[src/rtl/cfg_out_sel_ctx_seq_pkg.sv]
// Shared defaults and types for the PEA output-selector context sequencer.
package cfg_out_sel_ctx_seq_pkg;

    localparam int unsigned N         = 4;
    localparam int unsigned N_OUT_DEF = 2;
    localparam int unsigned LOG_M     = 3;
    localparam int unsigned KMEM_SIZE = 8;

    typedef logic [LOG_M-1:0] sel_t;

    typedef enum logic [1:0] {
        StIdle,
        StRun,
        StRunCp
    } ctx_seq_state_e;

endpackage

[src/rtl/cfg_out_sel_ctx_seq_ctx_counter.sv]
// Context index counter: steps toward a clamped last context, wraps to 0 and
// pulses wrap_o in the cycle the wrapped index becomes visible.
module cfg_out_sel_ctx_seq_ctx_counter #(
    parameter int unsigned DEPTH = 8,
    localparam int unsigned CTX_W = $clog2(DEPTH)
) (
    input  logic             clk_i,
    input  logic             rst_i,
    input  logic             clr_i,
    input  logic             step_i,
    input  logic [CTX_W-1:0] last_i,
    output logic             at_last_o,
    output logic [CTX_W-1:0] ctx_o,
    output logic [CTX_W-1:0] ctx_nxt_o,
    output logic             wrap_o
);

    localparam logic [CTX_W-1:0] MAX_CTX = CTX_W'(DEPTH - 1);

    logic [CTX_W-1:0] ctx_q, ctx_d;
    logic [CTX_W-1:0] last_eff;
    logic             wrap_q, wrap_d;

    always_comb begin
        last_eff  = (last_i > MAX_CTX) ? MAX_CTX : last_i;
        // Top-of-table also wraps so a shrinking last_i can never run off the end
        at_last_o = (ctx_q == last_eff) || (ctx_q == MAX_CTX);
        ctx_d     = ctx_q;
        wrap_d    = 1'b0;
        if (clr_i) begin
            ctx_d = '0;
        end else if (step_i) begin
            if (at_last_o) begin
                ctx_d  = '0;
                wrap_d = 1'b1;
            end else begin
                ctx_d = ctx_q + 1'b1;
            end
        end
    end

    always_ff @(posedge clk_i) begin
        if (rst_i) begin
            ctx_q  <= '0;
            wrap_q <= 1'b0;
        end else begin
            ctx_q  <= ctx_d;
            wrap_q <= wrap_d;
        end
    end

    assign ctx_o     = ctx_q;
    assign ctx_nxt_o = ctx_d;
    assign wrap_o    = wrap_q;

endmodule

[src/rtl/cfg_out_sel_ctx_seq.sv]
// Double-buffered, context-sequenced PEA output-crossbar selector table.
// Optional write parity check enabled by defining CFG_OUT_SEL_PARITY_EN.
module cfg_out_sel_ctx_seq
    import cfg_out_sel_ctx_seq_pkg::*;
#(
    parameter int unsigned N_PE  = N,
    parameter int unsigned N_OUT = N_OUT_DEF,
    parameter int unsigned DEPTH = KMEM_SIZE,
    parameter int unsigned SEL_W = LOG_M,
    localparam int unsigned CTX_W = $clog2(DEPTH),
    localparam int unsigned PE_W  = $clog2(N_PE),
    localparam int unsigned OUT_W = $clog2(N_OUT),
    localparam int unsigned VEC_W = N_PE * N_OUT * SEL_W
) (
    input  logic             clk_i,
    input  logic             rst_i,
    input  logic             wr_valid_i,
    output logic             wr_ready_o,
    input  logic [PE_W-1:0]  wr_pe_i,
    input  logic [OUT_W-1:0] wr_out_i,
    input  logic [CTX_W-1:0] wr_ctx_i,
    input  logic [SEL_W-1:0] wr_sel_i,
    input  logic             commit_i,
    input  logic             start_i,
    input  logic             stop_i,
    input  logic             step_i,
    input  logic [CTX_W-1:0] last_ctx_i,
    output logic [CTX_W-1:0] ctx_o,
    output logic [VEC_W-1:0] sel_output_o,
    output logic             sel_valid_o,
    output logic             wrap_o,
    output logic             busy_o
`ifdef CFG_OUT_SEL_PARITY_EN
    ,
    input  logic             wr_par_i,
    output logic             par_err_o
`endif
);

    ctx_seq_state_e   state_q, state_d;
    logic             active_q, active_d;
    logic [VEC_W-1:0] bank_q [2][DEPTH];
    logic [VEC_W-1:0] sel_q;
    logic [CTX_W-1:0] ctx_nxt;
    logic             swap, clr, step_en, at_last;
    logic             wr_fire, wr_keep;

    always_comb begin
        state_d = state_q;
        swap    = 1'b0;
        case (state_q)
            StIdle: begin
                if (start_i)  state_d = StRun;
                if (commit_i) swap = 1'b1;
            end
            StRun: begin
                if (stop_i)        state_d = StIdle;
                else if (commit_i) state_d = StRunCp;
            end
            StRunCp: begin
                // Pending commit is honoured on abort as well as at the loop boundary
                if (stop_i) begin
                    state_d = StIdle;
                    swap    = 1'b1;
                end else if (step_i && at_last) begin
                    state_d = StRun;
                    swap    = 1'b1;
                end
            end
            default: state_d = StIdle;
        endcase
    end

    assign clr        = stop_i && (state_q != StIdle);
    assign step_en    = step_i && !stop_i && (state_q != StIdle);
    assign active_d   = active_q ^ swap;
    assign wr_ready_o = !((state_q == StRunCp) || swap);
    assign wr_fire    = wr_valid_i && wr_ready_o;

`ifdef CFG_OUT_SEL_PARITY_EN
    logic par_ok;
    logic par_err_q;

    assign par_ok  = ((^wr_sel_i) == wr_par_i);
    assign wr_keep = wr_fire && par_ok;

    always_ff @(posedge clk_i) begin
        if (rst_i)                  par_err_q <= 1'b0;
        else if (wr_fire && !par_ok) par_err_q <= 1'b1;
    end

    assign par_err_o = par_err_q;
`else
    assign wr_keep = wr_fire;
`endif

    cfg_out_sel_ctx_seq_ctx_counter #(
        .DEPTH (DEPTH)
    ) u_ctx_counter (
        .clk_i     (clk_i),
        .rst_i     (rst_i),
        .clr_i     (clr),
        .step_i    (step_en),
        .last_i    (last_ctx_i),
        .at_last_o (at_last),
        .ctx_o     (ctx_o),
        .ctx_nxt_o (ctx_nxt),
        .wrap_o    (wrap_o)
    );

    always_ff @(posedge clk_i) begin
        if (rst_i) begin
            state_q  <= StIdle;
            active_q <= 1'b0;
            sel_q    <= '0;
        end else begin
            state_q  <= state_d;
            active_q <= active_d;
            // Writes never hit bank active_d this cycle, so pre-write contents are exact
            sel_q    <= bank_q[active_d][ctx_nxt];
        end
    end

    always_ff @(posedge clk_i) begin
        if (rst_i) begin
            for (int b = 0; b < 2; b++) begin
                for (int c = 0; c < int'(DEPTH); c++) begin
                    bank_q[b][c] <= '0;
                end
            end
        end else if (wr_keep) begin
            for (int c = 0; c < int'(DEPTH); c++) begin
                for (int p = 0; p < int'(N_PE); p++) begin
                    for (int o = 0; o < int'(N_OUT); o++) begin
                        if (wr_ctx_i == CTX_W'(c) && wr_pe_i == PE_W'(p) &&
                            wr_out_i == OUT_W'(o)) begin
                            bank_q[!active_q][c][(p*int'(N_OUT)+o)*int'(SEL_W) +: SEL_W]
                                <= wr_sel_i;
                        end
                    end
                end
            end
        end
    end

    assign sel_output_o = sel_q;
    assign sel_valid_o  = (state_q != StIdle);
    assign busy_o       = (state_q != StIdle);

endmodule

[config.mk]
export PLATFORM = sky130hd
export DESIGN_NAME = cfg_out_sel_ctx_seq
export DESIGN_NICKNAME = d
export VERILOG_FILES = /design/src/rtl/cfg_out_sel_ctx_seq_pkg.sv /design/src/rtl/cfg_out_sel_ctx_seq_ctx_counter.sv /design/src/rtl/cfg_out_sel_ctx_seq.sv
export SDC_FILE = /design/constraint.sdc
export NUM_CORES = 1
export LEC_CHECK = 0
export CORE_AREA = 3 3 187 189
export DETAILED_ROUTE_END_ITERATION = 16
export DIE_AREA = 0 0 190 192
export PLACE_DENSITY = 0.68
export SYNTH_ARGS = -nofsm -noshare
export SYNTH_HDL_FRONTEND = slang
export SYNTH_SLANG_ARGS = --single-unit
[constraint.sdc]
create_clock -name clk_i -period 2.8 [get_ports clk_i]
set_input_delay 0.56 -clock clk_i [delete_from_list [all_inputs] [get_ports clk_i]]
set_output_delay 0.56 -clock clk_i [all_outputs]
set_load 0.05 [all_outputs]
==> impl_metrics.py, run 1 <==
metrics = {
    "final_layout": {
        "final_nets": 1847,
        "stdcell_count": 2308,
        "design_area_sq_um": 22900,
        "final_common_cell": "edfxtp_1",
        "fin_util": 0.685,
        "area_growth_syn_to_layout_pct": 24.6,
        "drive_above_1_share": 0.205,
        "final_cell_mix": "edfxtp_1 (384), nand2_1 (270), nor2_1 (230)",
        "antenna_cells": 0,
    },
    "global_routing": {
        "antenna_found_initial": 1,
        "grt_overflow": 0,
        "grtUsageTotal": 0.298,
        "grt_first_pass_wirelength_microns": 82300,
        "grt_pass1_vias": 13900,
        "grt_start_max_net_pins": 98,
    },
    "cts": {
        "clk_path_buf_depth": 3,
        "path_clk_slew_ns": 0.06,
        "hold_buffers": 0,
        "numCtsBuffers": 42,
        "cts_tree": "done",
        "insertion_delay_ns": 0.54,
        "clock-sinks": 415,
        "clockRootBuffer": "clkbuf_16",
        "htree_levels": 2,
    },
    "synthesis": {
        "synth_area_per_cell_sq_um": 11.5,
        "yosysWarnings": 0,
        "syn-cell-area_sq_um": 18400,
        "synth_nets": 1627,
        "synth_cell_type_count": 46,
        "yosysSeqAreaShare": 0.661,
        "postSynthCellCount": 1606,
        "ys_ff_latch": 415,
    },
    "place": {
        "gp_congestion": 0.976,
        "hpwl_microns": 36500,
        "place_area_sq_um": 21100,
        "port-buffer-count": 49,
        "placedCellCount": 2215,
    },
    "timing": {
        "hold_viol": 0,
        "relSlewSlack": 0.600,
        "worst_pin_slew_ns": 0.599,
        "min_period_ns": 2.75,
        "skew_ns": 0.0146,
        "rsz0062_at_grt": "true",
        "post-route-period-util": 0.982,
        "fmax_mhz": 364,
        "finalSetupTns_ns": 0,
        "setup_viol": 0,
        "finalMaxSlewViolations": 0,
    },
    "power_and_ir_drop": {
        "combPwrFrac": 0.127,
        "p_clk_frac": 0.387,
        "switchingPower_mw": 3.58,
        "p_seq_frac": 0.486,
        "p_per_area_nw_per_um2": 642,
        "ir_drop_v": 0.000434,
        "cellLeakagePower_nw": 8.45,
        "p_int_mw": 11.1,
        "p_sw_frac": 0.244,
    },
    "critical_path": {
        "crit_type": "flop to flop",
        "r2r_slack_ns": 0.05,
        "required_ns": 3.26,
        "setup.worst_path.start_class": "flop",
        "cp_max_fo": 45,
        "worstPathArrival_ns": 3.21,
        "critical_path.endpoint_type": "flop",
    },
    "floorplanning": {
        "boundaryPins": 50,
        "core_area_sq_um": 33400,
        "die_h_microns": 192,
        "rows": 67,
        "die_area_sq_um": 36500,
        "die_x_microns": 190,
        "start_util": 0.550,
    },
    "drt": {
        "viasPerCell": 6.21,
        "drt_wl_total_microns": 55800,
        "drt_iter0_markers": 1904,
        "drtPass1Iterations": 8,
        "antenna_left": 0,
        "drc": 0,
        "vias": 14300,
        "post_drt_wl_per_cell_microns": 24.2,
    },
    "hold_path": {
        "worstHoldPathType": "input port to flop",
    },
    "flow_run": {
        "cap_violations": 0,
    },
    "status": {
        "status": "complete, no violations",
    },
}
-- per-layer routing --
layer,global-route usage,wire length (microns),up-vias,part of all wire
met4,0.0961,1660,2,0.030
li1,-,-,6373,-
met2,0.485,26500,790,0.47
met1,0.410,21800,7046,0.39
met3,0.0546,5870,122,0.11
met5,0,12,-,0.00022
-- sequential cells by signal (all words and copies together) (netlist names) --
| register | count |
|---|---|
| active_q | 1 |
| bank_q | 384 |
| sel_output_o | 24 |
| state_q | 2 |
| u_ctx_counter.ctx_o | 3 |
| u_ctx_counter.wrap_o | 1 |
-- critical path: stages (launching register included) --
cell and delay (ns):
dfxtp_1 0.31, ha_1 0.19, ha_2 0.18, or3b_4 0.40
a31oi_4 0.21, or3_4 0.22, buf_4 0.13, buf_12 0.18
and3_1 0.18, a211oi_1 0.06, a311oi_2 0.33, a22o_1 0.27
-- cell families (layout without fill, tap and decap cells) --
| logic type | count (synthesis) | count (layout) | share of synthesized area |
|---|---|---|---|
| AND/OR/NAND/NOR | 698 | 698 | 0.168 |
| flip-flops | 415 | 415 | 0.661 |
| AO/OA/AOI/OAI | 341 | 341 | 0.131 |
| buffers and inverters | 147 | 401 | 0.0375 |
| XOR/XNOR | 3 | 3 | 0.00143 |
| adder cells (fa/ha/maj) | 2 | 2 | 0.00136 |
-- power groups by stage --
stage          clock network, mW  registers, mW  logic (mW)
3_5_place_dp                   0           7.27        1.68
5_1_grt                     5.98           7.16        1.98
6_report                    5.69           7.14        1.87
4_1_cts                     5.71           7.14        1.70
3_3_place_gp                   0           7.27        1.65
2_1_floorplan                  0           7.35       0.862
-- cell usage after synthesis (all sizes together) --
cell / n / area share
or3b: 1 / 0.00048
buf: 51 / 0.018
dfxtp: 31 / 0.034
a22o: 24 / 0.011
a311oi: 72 / 0.034
a21oi: 30 / 0.0082
ha: 2 / 0.0014
and2: 38 / 0.013
nor2b: 6 / 0.0020
and3b: 2 / 0.00095
or2: 7 / 0.0024
nand4: 2 / 0.00068
a32oi: 1 / 0.00088
nand3: 11 / 0.0030
o21ai: 80 / 0.022
a41oi: 1 / 0.00048
nor3b: 4 / 0.0016
a32o: 1 / 0.00054
a31o: 1 / 0.00048
xnor2: 3 / 0.0014
or3: 1 / 0.00034
a211oi: 96 / 0.039
o22ai: 1 / 0.00034
nor4: 3 / 0.0010
clkbuf: 88 / 0.018
nor2: 232 / 0.047
and3: 100 / 0.034
inv: 8 / 0.0016
a2111oi: 1 / 0.00048
nand2: 273 / 0.056
nand2b: 4 / 0.0014
o31a: 1 / 0.00048
a31oi: 26 / 0.0092
o31ai: 5 / 0.0020
o21bai: 1 / 0.0010
edfxtp: 384 / 0.63
nor3: 14 / 0.0038
-- per-stage QoR --
| step | worst slack, ns | total power, mW | hold slack (ns) |
|---|---|---|---|
| after CTS | 0.00699 | 14.6 | 0.553 |
| after global placement | -0.489 | 8.91 | 0.614 |
| after detailed placement | -0.511 | 8.95 | 0.637 |
| after floorplan | 0.0152 | 8.21 | 0.562 |
| final | 0.0504 | 14.7 | 0.575 |
| after global routing | -0.0266 | 15.1 | 0.582 |
-- path summary, 6_finish.rpt --
path / from / endpoint / cells past startpoint
worst max-delay path: u_ctx_counter.ctx_o[0] / sel_output_o[22] / 11
worst min-delay path: rst_i / u_ctx_counter.ctx_o[1] / 3
worst max register to register: u_ctx_counter.ctx_o[0] / sel_output_o[22] / 11
worst min register to register: state_q[0] / state_q[0] / 3
-- layout make-up --
class / instances / area [sq um]
clock buffer: 57 / 1190
clock inverter: 21 / 200
fill: 2390 / 10500
inverter: 8 / 30.0
multi-input combinational: 1044 / 5820
sequential: 415 / 12200
tap: 448 / 561
timing repair buffer: 315 / 2970
-- what timing repair did --
action	in CTS	in global routing
gates resized for setup	9	30
endpoints found under the setup margin	22	23
gates cloned	0	4
pin swaps	1	14
hold endpoints to repair	0	0
buffers inserted	2	9
Note: power is estimated with default switching activity, not from simulation.
==> inputs of run 2 (changes only) <==
--- a/config.mk
+++ b/config.mk
@@ -5,9 +5,11 @@
 export SDC_FILE = /design/constraint.sdc
 export NUM_CORES = 1
 export LEC_CHECK = 0
-export CORE_AREA = 3 3 187 189
+export ABC_AREA = 1
+export ABC_CLOCK_PERIOD_IN_PS = 2800
+export CORE_AREA = 3 3 197 199
 export DETAILED_ROUTE_END_ITERATION = 16
-export DIE_AREA = 0 0 190 192
+export DIE_AREA = 0 0 200 202
 export PLACE_DENSITY = 0.68
 export SYNTH_ARGS = -nofsm -noshare
 export SYNTH_HDL_FRONTEND = slang
==> run 2 against run 1 <==
  * Sequential power up 0.7%
  * Combinational power grew 61%
  * Critical path type is now flop to output port
  * Worst setup slack improved by 0.059 ns
  * Register-to-register slack better by 0.12 ns
  * Final area is 7.3% higher
  * Power grew 11%
  * First-iteration DRC count fell by 3.7%
  * Largest power group unchanged
  * Clock power up 7.4%
  * Non-clock buffer count decreased by 48
==> impl_metrics.py, run 2 <==
metrics = {
    "status": {
        "status": "complete, no violations",
    },
    "power_and_ir_drop": {
        "p_seq_frac": 0.440,
        "switchingPower_mw": 4.49,
        "combPwrFrac": 0.185,
        "p_clk_frac": 0.374,
        "p_int_mw": 11.8,
        "p_per_area_nw_per_um2": 663,
        "p_sw_frac": 0.275,
        "cellLeakagePower_nw": 10.9,
        "ir_drop_v": 0.000443,
    },
    "synthesis": {
        "synthSimpleGateAreaFrac": 0.284,
        "postSynthCellCount": 2380,
        "async_flop_share": 0,
        "synth_compound_area_frac": 0.00838,
        "yosys.area.top_type": "edfxtp_1",
        "synth_nets": 2401,
        "synth_common_cells": "nand2_1 (486), nand3_1 (472), inv_1 (429)",
        "yosysWarnings": 0,
        "syn-cell-area_sq_um": 20500,
        "synth_cell_type_count": 27,
        "synth_most_common_cell": "nand2_1",
        "synthXorXnorAreaFrac": 0.000428,
        "synth.top_cell.area_share": 0.564,
        "ys_ff_latch": 415,
        "synth_top_family_by_area": "simple AND/OR/NAND/NOR gates",
        "synth_edf_count": 384,
        "synth_top_flop_cell": "edfxtp_1",
        "synth_area_per_cell_sq_um": 8.59,
        "synth_fa_ha_area_frac": 0.00122,
        "yosysSeqAreaShare": 0.594,
        "synthMuxAreaShare": 0,
        "synth_area_leaders": "edfxtp_1 (56%), nand3_1 (12%), nand2_1 (8.9%)",
    },
    "final_layout": {
        "final_nets": 2564,
        "largest_register": "bank_q",
        "drive_above_1_share": 0.130,
        "fin_util": 0.658,
        "final_cell_mix": "nand2_1 (482), nand3_1 (469), inv_1 (423)",
        "area_growth_syn_to_layout_pct": 20.3,
        "stdcell_count": 3087,
        "largest_reg_flops": 384,
        "final_common_cell": "nand2_1",
        "antenna_cells": 0,
    },
    "cts": {
        "htree_levels": 2,
        "insertion_delay_ns": 0.58,
        "clock-sinks": 415,
        "clk_path_buf_depth": 3,
        "cts_tree": "done",
        "numCtsBuffers": 43,
        "cts_setup_buffers": 0,
        "hold_buffers": 0,
        "clockRootBuffer": "clkbuf_16",
        "path_clk_slew_ns": 0.06,
    },
    "global_routing": {
        "grtUsageTotal": 0.297,
        "antenna_found_initial": 1,
        "grt_start_max_net_pins": 40,
        "grt_pass1_vias": 16400,
        "grt_overflow": 0,
        "grt_first_pass_wirelength_microns": 90900,
    },
    "timing": {
        "relSlewSlack": 0.594,
        "rsz0062_at_grt": "false",
        "worst_pin_slew_ns": 0.606,
        "finalMaxSlewViolations": 0,
        "fmax_mhz": 372,
        "setup_viol": 0,
        "min_period_ns": 2.69,
        "post-route-period-util": 0.961,
        "hold_viol": 0,
        "skew_ns": 0.0228,
    },
    "floorplanning": {
        "rows": 71,
        "core_area_sq_um": 37400,
        "boundaryPins": 50,
        "start_util": 0.547,
        "die_x_microns": 200,
        "die_area_sq_um": 40400,
        "die_h_microns": 202,
    },
    "critical_path": {
        "regToRegEndpoint": "bank_q[0][126]",
        "cpMostUsedCell": "nand2_2",
        "critPathSlowestCell": "dfxtp_4",
        "required_ns": 2.24,
        "r2r_cells": 14,
        "r2r_start": "u_ctx_counter.ctx_o[0]",
        "cp_max_fo": 5,
        "max_stage_delay_ns": 0.36,
        "crit_buf_inv": 3,
        "crit_chain": "ha_2 -> ha_2 -> inv_1 -> nand2_1 -> nand2_2 -> nand2_1 -> nand2_2 -> nand2_2 -> nor2_4 -> buf_6 -> buf_12",
        "r2r_slack_ns": 0.17,
        "setup.worst_path.start_class": "flop",
        "crit_start": "u_ctx_counter.ctx_o[0]",
        "crit_family": "simple AND/OR/NAND/NOR gates",
        "critical_path.endpoint_type": "output port",
        "worstPathArrival_ns": 2.13,
        "crit_type": "flop to output port",
    },
    "hold_path": {
        "worstHoldPathType": "input port to flop",
        "holdPathStages": 3,
        "worstHoldEndpoint": "active_q",
        "min_from": "rst_i",
    },
    "flow_run": {
        "cap_violations": 0,
    },
    "drt": {
        "wl_met1_microns": 23200,
        "post_drt_wl_per_cell_microns": 19.2,
        "drt_iter0_markers": 1833,
        "antenna_left": 0,
        "drc": 0,
        "routed.top_layer": "met5",
        "vias": 17100,
        "drt_wl_total_microns": 59300,
        "drtPass1Iterations": 6,
        "viasPerCell": 5.53,
        "route.met3.wl_microns": 6810,
        "wl_met2_microns": 27500,
    },
    "place": {
        "placedCellCount": 3009,
        "hpwl_microns": 39800,
        "gp_congestion": 0.903,
        "port-buffer-count": 49,
    },
}
## run 2: power groups by stage
stage,clock [mW],sequential (mW),combinational (mW)
4_1_cts,6.15,7.19,2.98
3_3_place_gp,0,7.31,2.91
5_1_grt,6.42,7.21,3.28
3_5_place_dp,0,7.32,2.97
6_report,6.11,7.19,3.02
2_1_floorplan,0,7.50,1.62
## run 2: worst max path at each step
stage	cells after the start	slack (ns)	end
3_3_place_gp	19	-0.36	bank_q[1][30]
4_1_cts	11	0.01	wr_ready_o
6_report	11	0.11	wr_ready_o
3_5_place_dp	18	-0.38	bank_q[1][47]
2_1_floorplan	15	0.01	bank_q[1][168]
5_1_grt	11	0.001	wr_ready_o
## run 2: layout make-up
type	count	area, sq um
clock inverters	27	373
clock buffers	51	1130
flip-flops and latches	415	12200
inverters	436	1640
well taps	511	639
multi-input cells	1380	6110
fillers	2955	12800
repair buffers	267	2550
## run 2: logic make-up (layout without fill, tap and decap cells)
| logic type | after synthesis | count (layout) |
|---|---|---|
| fa+ha+maj | 2 | 2 |
| buf+inv | 585 | 781 |
| flops | 415 | 415 |
| simple gates | 1344 | 1344 |
| compound gates | 33 | 33 |
| xor+xnor | 1 | 1 |
## run 2: metal layers
layer / GRT usage / up-vias
met1: 0.409 / 8030
met4: 0.0945 / 2
met3: 0.0617 / 144
li1: - / 7928
met5: 0 / -
met2: 0.475 / 979
## run 2: what timing repair did
item,CTS,global route
setup endpoints to repair,1,299
resized for setup,1,14
pin swaps,0,1
## run 2: stage by stage
| stage | total power, mW | worst slack [ns] | hold slack (ns) | TNS, ns | instance area, sq um |
|---|---|---|---|---|---|
| detailed placement | 10.3 | -0.377 | 0.541 | -120.96 | 23100 |
| CTS | 16.3 | 0.0119 | 0.482 | 0 | 24600 |
| global route | 16.9 | 0.00146 | 0.523 | 0 | 24600 |
| global placement | 10.2 | -0.364 | 0.533 | -115.90 | 23100 |
| finish | 16.3 | 0.109 | 0.523 | 0 | 24600 |
| floorplan | 9.12 | 0.0106 | 0.510 | 0 | 20500 |
## run 2: worst register-to-register path, delay by kind of cell (launching register included)
kind | cells | cell delay (ns)
buffers and inverters | 2 | 0.27
AND/OR/NAND/NOR | 10 | 1.37
flip-flops | 1 | 0.36
adder cells (fa/ha/maj) | 2 | 0.35
==> inputs of run 3 (changes only) <==
--- a/config.mk
+++ b/config.mk
@@ -7,10 +7,10 @@
 export LEC_CHECK = 0
 export ABC_AREA = 1
 export ABC_CLOCK_PERIOD_IN_PS = 2800
-export CORE_AREA = 3 3 197 199
+export CORE_AREA = 3 3 235 168
 export DETAILED_ROUTE_END_ITERATION = 16
-export DIE_AREA = 0 0 200 202
-export PLACE_DENSITY = 0.68
+export DIE_AREA = 0 0 238 171
+export PLACE_DENSITY = 0.67
 export SYNTH_ARGS = -nofsm -noshare
 export SYNTH_HDL_FRONTEND = slang
 export SYNTH_SLANG_ARGS = --single-unit
==> run 3 against run 2 <==
  * Largest cell class unchanged
  * Worst hold slack improved by 0.023 ns
  * Final area up 1.0%
  * Count of clock-buffer cells in the layout grew 7
  * Clock power decreased by 9.8%
  * Die area grew 0.74%
==> impl_metrics.py, run 3 (synthesis gave the netlist of run 2 again) <==
metrics = {
    "floorplanning": {
        "die_area_sq_um": 40700,
        "die_h_microns": 171,
        "rows": 59,
        "die_x_microns": 238,
        "start_util": 0.551,
        "boundaryPins": 50,
        "core_area_sq_um": 37100,
    },
    "timing": {
        "hold_slack_ns": 0.546,
        "fmax_mhz": 373,
        "rsz0062_at_grt": "false",
        "finalMaxSlewViolations": 0,
        "hold_viol": 0,
        "setup_viol": 0,
        "skew_ns": 0.0122,
        "post-route-period-util": 0.957,
        "finalSetupTns_ns": 0,
        "min_period_ns": 2.68,
        "worst_pin_slew_ns": 0.560,
        "relSlewSlack": 0.626,
    },
    "critical_path": {
        "crit_buf_inv": 3,
        "setup.worst_path.start_class": "flop",
        "cpMostUsedCell": "nand2_2",
        "cp_max_fo": 5,
        "crit_type": "flop to output port",
        "critPathSlowestCell": "dfxtp_4",
        "required_ns": 2.24,
        "max_stage_delay_ns": 0.36,
        "crit_chain": "ha_1 -> ha_1 -> inv_1 -> nand2_2 -> nand2_2 -> nand2_2 -> nand2_4 -> nand2_4 -> nor2_4 -> buf_6 -> buf_12",
        "critical_path.endpoint_type": "output port",
        "crit_family": "simple AND/OR/NAND/NOR gates",
        "worstPathArrival_ns": 2.12,
    },
    "place": {
        "placedCellCount": 3028,
        "hpwl_microns": 42000,
        "port-buffer-count": 49,
        "gp_congestion": 0.939,
    },
    "drt": {
        "viasPerCell": 5.54,
        "drt_wl_total_microns": 60700,
        "drc": 0,
        "drt_iter0_markers": 2139,
        "vias": 17200,
        "post_drt_wl_per_cell_microns": 19.6,
        "drtPass1Iterations": 6,
        "antenna_left": 0,
    },
    "cts": {
        "clock-sinks": 415,
        "htree_levels": 2,
        "path_clk_slew_ns": 0.07,
        "clockRootBuffer": "clkbuf_16",
        "hold_buffers": 0,
        "cts_tree": "done",
        "insertion_delay_ns": 0.55,
        "numCtsBuffers": 41,
        "clk_path_buf_depth": 3,
    },
    "power_and_ir_drop": {
        "switchingPower_mw": 4.61,
        "cellLeakagePower_nw": 11.0,
        "p_per_area_nw_per_um2": 644,
        "p_sw_frac": 0.288,
        "ir_drop_v": 0.000447,
        "p_int_mw": 11.4,
        "p_clk_frac": 0.344,
        "p_seq_frac": 0.450,
        "combPwrFrac": 0.206,
    },
    "final_layout": {
        "largest_register": "bank_q",
        "stdcell_count": 3104,
        "drive_above_1_share": 0.147,
        "final_common_cell": "nand2_1",
        "area_growth_syn_to_layout_pct": 21.6,
        "largest_reg_flops": 384,
        "n_fill_cell": 2961,
        "multiInputGateArea_sq_um": 6180,
        "seq_area_sq_um": 12200,
        "fin_util": 0.669,
        "final_nets": 2604,
        "final_cell_mix": "nand2_1 (477), nand3_1 (469), inv_1 (423)",
    },
    "status": {
        "status": "complete, no violations",
    },
    "global_routing": {
        "grt_pass1_vias": 16300,
        "grtUsageTotal": 0.300,
        "antenna_found_initial": 2,
        "grt_overflow": 0,
        "grt_first_pass_wirelength_microns": 92500,
        "grt_start_max_net_pins": 39,
    },
    "hold_path": {
        "worstHoldPathType": "flop to flop",
    },
    "flow_run": {
        "cap_violations": 0,
    },
}
run 3: cell count changes in the layout (fill, tap and decap cells not counted), sizes merged:
cell / previous run / this run
buf: 220 / 262
bufinv: 9 / 3
clkbuf: 51 / 58
clkinv: 17 / 15
clkinvlp: 2 / 0
diode: 0 / 1
run 3: what timing repair did:
action,4_1_cts,5_1_grt
endpoints found under the setup margin,3,232
resized for setup,1,33
buffers inserted,0,0
pin swaps,0,6
run 3: worst paths after layout:
check / from / endpoint / slack [ns] / depth (start not counted)
min reg2reg: state_q[0] / state_q[1] / 0.55 / 2
max reg2reg: u_ctx_counter.ctx_o[0] / sel_output_o[18] / 0.14 / 14
max: u_ctx_counter.ctx_o[0] / wr_ready_o / 0.12 / 11
min: state_q[0] / state_q[1] / 0.55 / 2
run 3: metal layers:
layer	up-vias	wire length [microns]	GRT usage
li1	7998	-	-
met1	7994	25200	0.433
met2	1048	26100	0.459
met3	140	7850	0.0670
met4	2	1600	0.0932
met5	-	8	0
run 3: cell type report:
cell class	instances	area share
Sequential cell	415	0.489
Multi-Input combinational cell	1380	0.249
Timing Repair Buffer	309	0.118
Inverter	436	0.0660
Clock buffer	58	0.0472
Tap cell	488	0.0246
Clock inverter	17	0.00619
Antenna cell	1	0.000101
run 3: metrics by stage:
stage | setup WS, ns | power [mW] | instance area [sq um]
detailed placement | -0.489 | 10.5 | 23400
CTS | 0.0298 | 16.0 | 24800
floorplan | 0.0106 | 9.12 | 20500
global route | 0.0158 | 16.6 | 24900
global placement | -0.476 | 10.5 | 23400
finish | 0.120 | 16.0 | 24900
run 3: tightest hold or removal path, cell delays in order (launching register included):
cell and delay, ns:
dfxtp_1 0.35, nand4_1 0.10, a21oi_1 0.06
run 3: power groups by stage:
stage          clock network (mW)  registers, mW  logic [mW]
2_1_floorplan                   0           7.50        1.62
3_3_place_gp                    0           7.33        3.15
3_5_place_dp                    0           7.34        3.21
4_1_cts                      5.55           7.20        3.22
5_1_grt                      5.83           7.23        3.55
6_report                     5.51           7.20        3.30
